[config.mk]
export PLATFORM = sky130hd
export DESIGN_NAME = bicubic_tap_accum
export DESIGN_NICKNAME = d
export VERILOG_FILES = /design/src/rtl/bicubic_pkg.sv /design/src/rtl/bicubic_sm2tc.sv /design/src/rtl/bicubic_tap_accum.sv
export SDC_FILE = /design/constraint.sdc
export NUM_CORES = 1
export LEC_CHECK = 0
export BUFFER_PORTS_ARGS = -buffer_cell sky130_fd_sc_hd__buf_4
export CORE_UTILIZATION = 35
export CTS_CLUSTER_DIAMETER = 40
export DETAILED_ROUTE_END_ITERATION = 7
export PLACE_DENSITY_LB_ADDON = 0.12
export SYNTH_ARGS = -nofsm -noshare
export SYNTH_HDL_FRONTEND = slang
export SYNTH_SLANG_ARGS = --single-unit
[constraint.sdc]
create_clock -name clk -period 2.48 [get_ports clk]
set_input_delay 0.496 -clock clk [delete_from_list [all_inputs] [get_ports clk]]
set_output_delay 0.496 -clock clk [all_outputs]
set_load 0.02 [all_outputs]
[src/rtl/bicubic_pkg.sv]
// bicubic_pkg: constants and helpers shared by the horizontal and vertical
// bicubic accumulators.
//   PIX_W   - pixel / product magnitude width
//   TAPS    - taps per bicubic window
//   TC_W    - two's complement width of one tap (sign + magnitude)
//   SUM_W   - width of the four-tap sum (range -1020..+1020)
//   PIX_MAX - largest representable output pixel
//   sm_to_tc(sign, mag) - sign-magnitude to TC_W-bit two's complement
package bicubic_pkg;

    localparam int PIX_W   = 8;
    localparam int TAPS    = 4;
    localparam int TC_W    = 9;
    localparam int SUM_W   = 11;
    localparam int PIX_MAX = 255;

    // A negative zero negates to zero, so no special case is needed.
    function automatic logic signed [TC_W-1:0] sm_to_tc(input logic sign,
                                                        input logic [PIX_W-1:0] mag);
        logic signed [TC_W-1:0] ext;
        ext = $signed({1'b0, mag});
        return sign ? -ext : ext;
    endfunction

endpackage

[src/rtl/bicubic_sm2tc.sv]
// bicubic_sm2tc: combinational sign-magnitude to two's complement converter
// for one tap product.
//   sign - 1 = negative
//   mag  - PIX_W-bit magnitude
//   tc   - TC_W-bit signed result
module bicubic_sm2tc
    import bicubic_pkg::*;
(
    input  logic                   sign,
    input  logic [PIX_W-1:0]       mag,
    output logic signed [TC_W-1:0] tc
);

    assign tc = sm_to_tc(sign, mag);

endmodule

[src/rtl/bicubic_tap_accum.sv]
// bicubic_tap_accum: sums the four signed tap products of one bicubic window
// into one pixel through a two-stage elastic pipeline.
//   clk, rst            - clock, asynchronous active-high reset
//   in_valid/in_ready   - input handshake, beat taken on in_valid & in_ready
//   in_prod             - tap k magnitude at [8k+7:8k]
//   in_sign             - tap k sign at bit k (1 = negative)
//   in_tag              - sideband carried alongside the beat
//   out_valid/out_ready - output handshake, result taken on out_valid & out_ready
//   out_pix, out_sign   - result magnitude and sign (sign forced 0 when CLAMP=1)
//   out_tag             - in_tag of the same beat
// CLAMP=1 clamps the sum to 0..255; CLAMP=0 saturates |sum| to 255 and keeps
// the sign.
module bicubic_tap_accum
    import bicubic_pkg::*;
#(
    parameter int CLAMP = 1,
    parameter int TAG_W = 2
)
(
    input  logic                     clk,
    input  logic                     rst,
    input  logic                     in_valid,
    output logic                     in_ready,
    input  logic [PIX_W*TAPS-1:0]    in_prod,
    input  logic [TAPS-1:0]          in_sign,
    input  logic [TAG_W-1:0]         in_tag,
    output logic                     out_valid,
    input  logic                     out_ready,
    output logic [PIX_W-1:0]         out_pix,
    output logic                     out_sign,
    output logic [TAG_W-1:0]         out_tag
);

    logic                    s1_valid;
    logic                    s1_en;
    logic                    s2_en;
    logic signed [TC_W-1:0]  tap_tc [TAPS];
    logic signed [TC_W:0]    p01;
    logic signed [TC_W:0]    p23;
    logic [TAG_W-1:0]        s1_tag;
    logic signed [SUM_W-1:0] sum;
    logic [SUM_W-1:0]        sum_abs;
    logic [PIX_W-1:0]        pix_next;
    logic                    sign_next;

    genvar k;
    generate
        for (k = 0; k < TAPS; k++) begin : g_tap
            bicubic_sm2tc u_sm2tc (
                .sign (in_sign[k]),
                .mag  (in_prod[PIX_W*k +: PIX_W]),
                .tc   (tap_tc[k])
            );
        end
    endgenerate

    // Handshake: a stage advances when it is empty or the stage after it
    // advances. Stage 2 advances when out_valid is low or out_ready is high;
    // stage 1 when it is empty or stage 2 advances. in_ready depends only on
    // registered valids and out_ready, never on in_valid, so the pipeline
    // holds two beats and accept and emit can happen in the same cycle.
    assign s2_en    = ~out_valid | out_ready;
    assign s1_en    = ~s1_valid | s2_en;
    assign in_ready = s1_en;

    // Stage-2 result from the registered pair sums.
    always_comb begin
        sum       = {p01[TC_W], p01} + {p23[TC_W], p23};
        sum_abs   = sum[SUM_W-1] ? SUM_W'(-sum) : SUM_W'(sum);
        pix_next  = '0;
        sign_next = 1'b0;
        if ((CLAMP != 0) && sum[SUM_W-1]) begin
            pix_next = '0;
        end else if (sum_abs > SUM_W'(PIX_MAX)) begin
            pix_next = PIX_W'(PIX_MAX);
        end else begin
            pix_next = sum_abs[PIX_W-1:0];
        end
        // A zero sum has sum[MSB]=0, so the sign is never set on zero.
        sign_next = (CLAMP == 0) && sum[SUM_W-1];
    end

    // Control and output registers.
    always_ff @(posedge clk or posedge rst) begin
        if (rst) begin
            s1_valid  <= 1'b0;
            out_valid <= 1'b0;
            out_pix   <= '0;
            out_sign  <= 1'b0;
            out_tag   <= '0;
        end else begin
            if (s1_en) begin
                s1_valid <= in_valid;
            end
            if (s2_en) begin
                out_valid <= s1_valid;
                // Outputs only change when a real beat moves in.
                if (s1_valid) begin
                    out_pix  <= pix_next;
                    out_sign <= sign_next;
                    out_tag  <= s1_tag;
                end
            end
        end
    end

    // Stage-1 data registers carry no reset; s1_valid qualifies them.
    always_ff @(posedge clk) begin
        if (s1_en && in_valid) begin
            p01    <= {tap_tc[0][TC_W-1], tap_tc[0]} + {tap_tc[1][TC_W-1], tap_tc[1]};
            p23    <= {tap_tc[2][TC_W-1], tap_tc[2]} + {tap_tc[3][TC_W-1], tap_tc[3]};
            s1_tag <= in_tag;
        end
    end

endmodule

After elaboration in Yosys (flattened, before gate mapping)
Index checks and enable logic that the tools add are counted.
- bitwise logic cells: 4
- magnitude comparators: 1
- multiplexer cells: 7
- add/sub/neg operators: 8
- reductions and logical operators: 2
- operators by type and width (operator ; number):
    2-to-1 mux 9 bit ; 4
    negator 8 -> 9 bit ; 4
    adder 9 x 9 -> 10 bit ; 2
    2-to-1 mux 8 bit ; 2
    adder 10 x 10 -> 11 bit ; 1
    > comparator 11 x 8 -> 1 bit, second input constant ; 1
    2-to-1 mux 11 bit ; 1
    negator 11 bit ; 1
    inverter 1 bit ; 2
    bitwise OR 1 bit ; 2
    AND reduction 2 bit ; 1
    logical AND 1 bit ; 1
- logic and storage cells: 29
- input port bits: 42
- register bits after elaboration: 34
- output and inout port bits: 13

Longest topological paths before layout
- word-level depth: 6
- mapped depth: 12
- depth with buffers taken out: 12

By module
From an unflattened synthesis, not the netlist that was laid out.
- cell total of the unflattened synthesis: 310
- area, all modules: 3010.4 µm²
- modules (own cells, without submodules) (module ; cells each ; times used ; sequential area each (µm²) ; area each (µm²)):
    bicubic_tap_accum ; 214 ; 1 ; 960.9 ; 2294.7
    bicubic_sm2tc ; 24 ; 4 ; 0.0 ; 178.9

Worst setup path before layout
OpenSTA, ideal clock, no wires.
- path kind: in2reg
- from: in in_prod[18]
- to: reg p23[7], data pin
- setup time: 258 ps
- arrival: 2155 ps
- path slack: 67 ps
- cell stages on the path: 7
- required time: 2222 ps
- path buffers: 0
- cells stage by stage: or3_1 o31ai_1 xnor2_1 ha_1 or3_1 o211a_1 xor2_1
- word-level cells in the longest chain between the ends: 3
- ends and longest elaborated chain (what ; line ; text):
    start: declaration ; bicubic_tap_accum.sv:24 ; input logic [PIX_W*TAPS-1:0] in_prod,
    negator 8 -> 9 bit ; bicubic_pkg.sv:22 ; return sign ? -ext : ext;
    2-to-1 mux 9 bit (*) ; bicubic_pkg.sv:22 ;
    adder 9 x 9 -> 10 bit (*) ; bicubic_tap_accum.sv:111 ; p23 <= {tap_tc[2][TC_W-1], tap_tc[2]} + {tap_tc[3][TC_W-1], tap_tc[3]};
    end signal: assignment ; bicubic_tap_accum.sv:111 ;
    end: declaration ; bicubic_tap_accum.sv:39 ; logic signed [TC_W:0] p23;
Every way passes the cells marked *; elsewhere a longest branch is shown, timed or not.
A chain may end at the register's enable or synchronous reset.

Worst setup path after layout
- from: in in_prod[24]
- to: reg p23[7], data pin
Same word-level chain as after synthesis.

==> flow_metrics.env <==
export IMPL_synth_area_leader_cell="edfxtp_1"
export IMPL_n_fill_cell=786
export IMPL_grt_pass1_vias=2186
export IMPL_port_buffers=53
export IMPL_seqPwrFrac_pct=32.6
export IMPL_drtIter0Drc=70
export IMPL_num_vias=2353
export IMPL_pre_cts_ws_ps=-180.8
export IMPL_drtAntennaViolNets=0
export IMPL_critPathMaxFanout=3
export IMPL_cts_sinks=34
export IMPL_p_int_mw=1.678
export IMPL_outcome="finished clean"
export IMPL_power_frac_clock_pct=15.7
export IMPL_async_reset_ff_share_pct=35.29
export IMPL_period_needed_ps=2338
export IMPL_track_usage_pct=13.50
export IMPL_die_area_sq_um=8632
export IMPL_via_per_inst=4.802
export IMPL_arrival_ps=2360
export IMPL_switching_power_mw=0.8898
export IMPL_drt_total_wl_um=5631
export IMPL_yosysSeqAreaShare_pct=33.22
export IMPL_grt_pass1_wl_um=9439
export IMPL_hold_path_class="primary input to asynchronous set/reset pin"
export IMPL_switching_share_pct=34.64
export IMPL_ys_flop_type="edfxtp_1"
export IMPL_tightest_slew_ps=942.5
export IMPL_grt_max_degree=23
export IMPL_nets=464
export IMPL_cp_buffers_inverters=1
export IMPL_n_antenna_cell=0
export IMPL_clock_fmax_ghz=0.4277
export IMPL_drc_errors=0
export IMPL_antenna_found_initial=0
export IMPL_critPathTopFamily="simple AND/OR/NAND/NOR gates"
export IMPL_timing_setup_tns_ps=0
export IMPL_fin_ws_ps=141.9
export IMPL_die_width_um=92.91
export IMPL_hold_buffers=0
export IMPL_required_ps=2510
export IMPL_drive_gt1_share_pct=28.09
export IMPL_numCtsBuffers=5
export IMPL_die_h_um=92.91
export IMPL_final_util_pct=48.20
export IMPL_cp_common_cell="or3_1"
export IMPL_start_kind="primary input"
export IMPL_cts_tree="yes"
export IMPL_dp_hpwl_um=4830
export IMPL_synth_fp_nets=375
export IMPL_overflow=0
export IMPL_cts_root_buf="clkbuf_8"
export IMPL_fp_coreArea_sq_um=7848
export IMPL_fin_skew_ps=3.832
export IMPL_p_leak_nw=1.648
export IMPL_slew_headroom_pct=37.17
export IMPL_synth_area_leaders="edfxtp_1 23%, ha_1 14%, xnor2_1 12%, dfrtp_1 10%, nand2b_1 3.7%"
export IMPL_synth_avg_cell_area_sq_um=9.707
export IMPL_finalSetupViolations=0
export IMPL_ys_ff_latch=34
export IMPL_crit_path_top_delay_cell="or3_1"
export IMPL_yosysWarningCount=0
export IMPL_htreeDepth=2
export IMPL_setup_worst_path_start="in_prod[24]"
export IMPL_combPwrFrac_pct=51.8
export IMPL_maxSlewViolCount=0
export IMPL_synth_cells=298
export IMPL_insertion_delay_ps=280
export IMPL_start_util_pct=36.86
export IMPL_synth_cell_types=44
export IMPL_area_growth_pct=30.75
export IMPL_synth_area_sq_um=2893
export IMPL_place_inst=481
export IMPL_gp_congestion=0.7913
export IMPL_finalCritPeriodShare_pct=94.28
export IMPL_whs_ps=213.4
export IMPL_power_density_nw_per_um2=679.0
export IMPL_path_class="primary input to flop"
export IMPL_wire_per_inst_um=11.49
export IMPL_firstDrtPassIters=4
export IMPL_max_cap_viol_count=0
export IMPL_yosysTopAreaCellShare_pct=22.84
export IMPL_synth_edf_count=22
export IMPL_ir_drop_v=0.0002506
export IMPL_pin_count=55
export IMPL_cts_buffer_depth=2
export IMPL_timing_rr_start="p23[0]"
export IMPL_layout_cells_non_filler=490
export IMPL_clk_pin_slew_ps=60
export IMPL_rows=32
export IMPL_hold_viol=0
export IMPL_cp_slowest_stage_delay_ps=410
export IMPL_crit_path_cell_trace="buf_4, or3_1, o31ai_1, xnor2_1, ha_1, or3_1, o211a_1, xor2_1"
export IMPL_end_kind="flop"
[final cells by class]
class	instances	area [sq um]	area share [%]
well taps	102	127.6	3.374
flip-flops and latches	34	960.9	25.41
multi-input cells	231	1841	48.66
repair buffers	88	660.6	17.47
clock buffers	7	86.33	2.282
clock inverters	1	5.005	0.1323
inverters	27	101.3	2.679
[synth_stat cells (all sizes together) (5+ instances only)]
cell type	n
edfxtp	22
inv	27
ha	32
or3	8
o31a	6
nand2	13
dfrtp	12
o21ai	23
clkbuf	5
o221a	8
xnor2	38
nand2b	17
nor2b	5
a21oi	16
nor3	5
nor2	12
[sequential cells by signal, indices dropped and copies added, names as in the netlist]
name / cells
p01: 10
p23: 10
out_pix: 8
out_tag: 2
s1_tag: 2
out_valid: 1
s1_valid: 1
[cell usage in the layout, fill, tap and decap left out, types with 9 or more instances in the layout]
cell type / count
a21oi_1: 16
buf_4: 88
dfrtp_1: 12
edfxtp_1: 22
ha_1: 32
inv_1: 27
nand2_1: 13
nand2b_1: 17
nor2_1: 12
o21ai_0: 11
o21ai_1: 9
xnor2_1: 38
[repair_timing]
action / 4_1_cts / 5_1_grt
resized for setup: 0 / 10
buffers inserted: 0 / 1
setup endpoints to repair: 0 / 14
[logic make-up (layout without fill, tap and decap cells)]
logic type,Yosys count,after routing,synth area share (%)
xor gates and xnor gates,42,42,12.72
and+or+nand+nor,72,72,13.54
buffers and inverters,33,123,4.412
adders and majority gates,35,35,15.92
DFF,34,34,33.22
other,1,1,0.1296
muxes,2,2,0.7785
AOI/OAI and AO/OA,79,79,19.29
[through the flow]
step                      power, mW  instance area [sq um]
final                         2.568                   3782
after CTS                     2.583                   3739
after detailed placement      2.168                   3647
after floorplan               1.730                   2893
after global routing          2.778                   3782
after global placement        2.150                   3647
[power by group through the flow]
stage                     combinational, mW  clock, mW  sequential (mW)
after global placement                 1.30          0            0.847
after CTS                              1.32      0.417            0.843
after detailed placement               1.31          0            0.854
after floorplan                       0.811          0            0.919
final                                  1.33      0.402            0.837
after global routing                   1.49      0.433            0.853
[path summary, 6_finish.rpt]
kind | end | slack, ps | cells after the start
max reg2reg | out_pix[7] | 180 | 9
min in group clk | s1_tag[1] | 390 | 1
max in group asynchronous | out_pix[4] | 1970 | 2
min reg2reg | out_tag[1] | 480 | 1
min | out_pix[2] | 210 | 2
max | p23[7] | 140 | 8
[per-layer routing]
layer / track usage (%) / routed length (um)
met5: 0 / 0
met3: 2.381 / 219
met1: 17.95 / 2725
met2: 21.94 / 2604
met4: 4.615 / 82
Power figures use the tool's default switching activity.
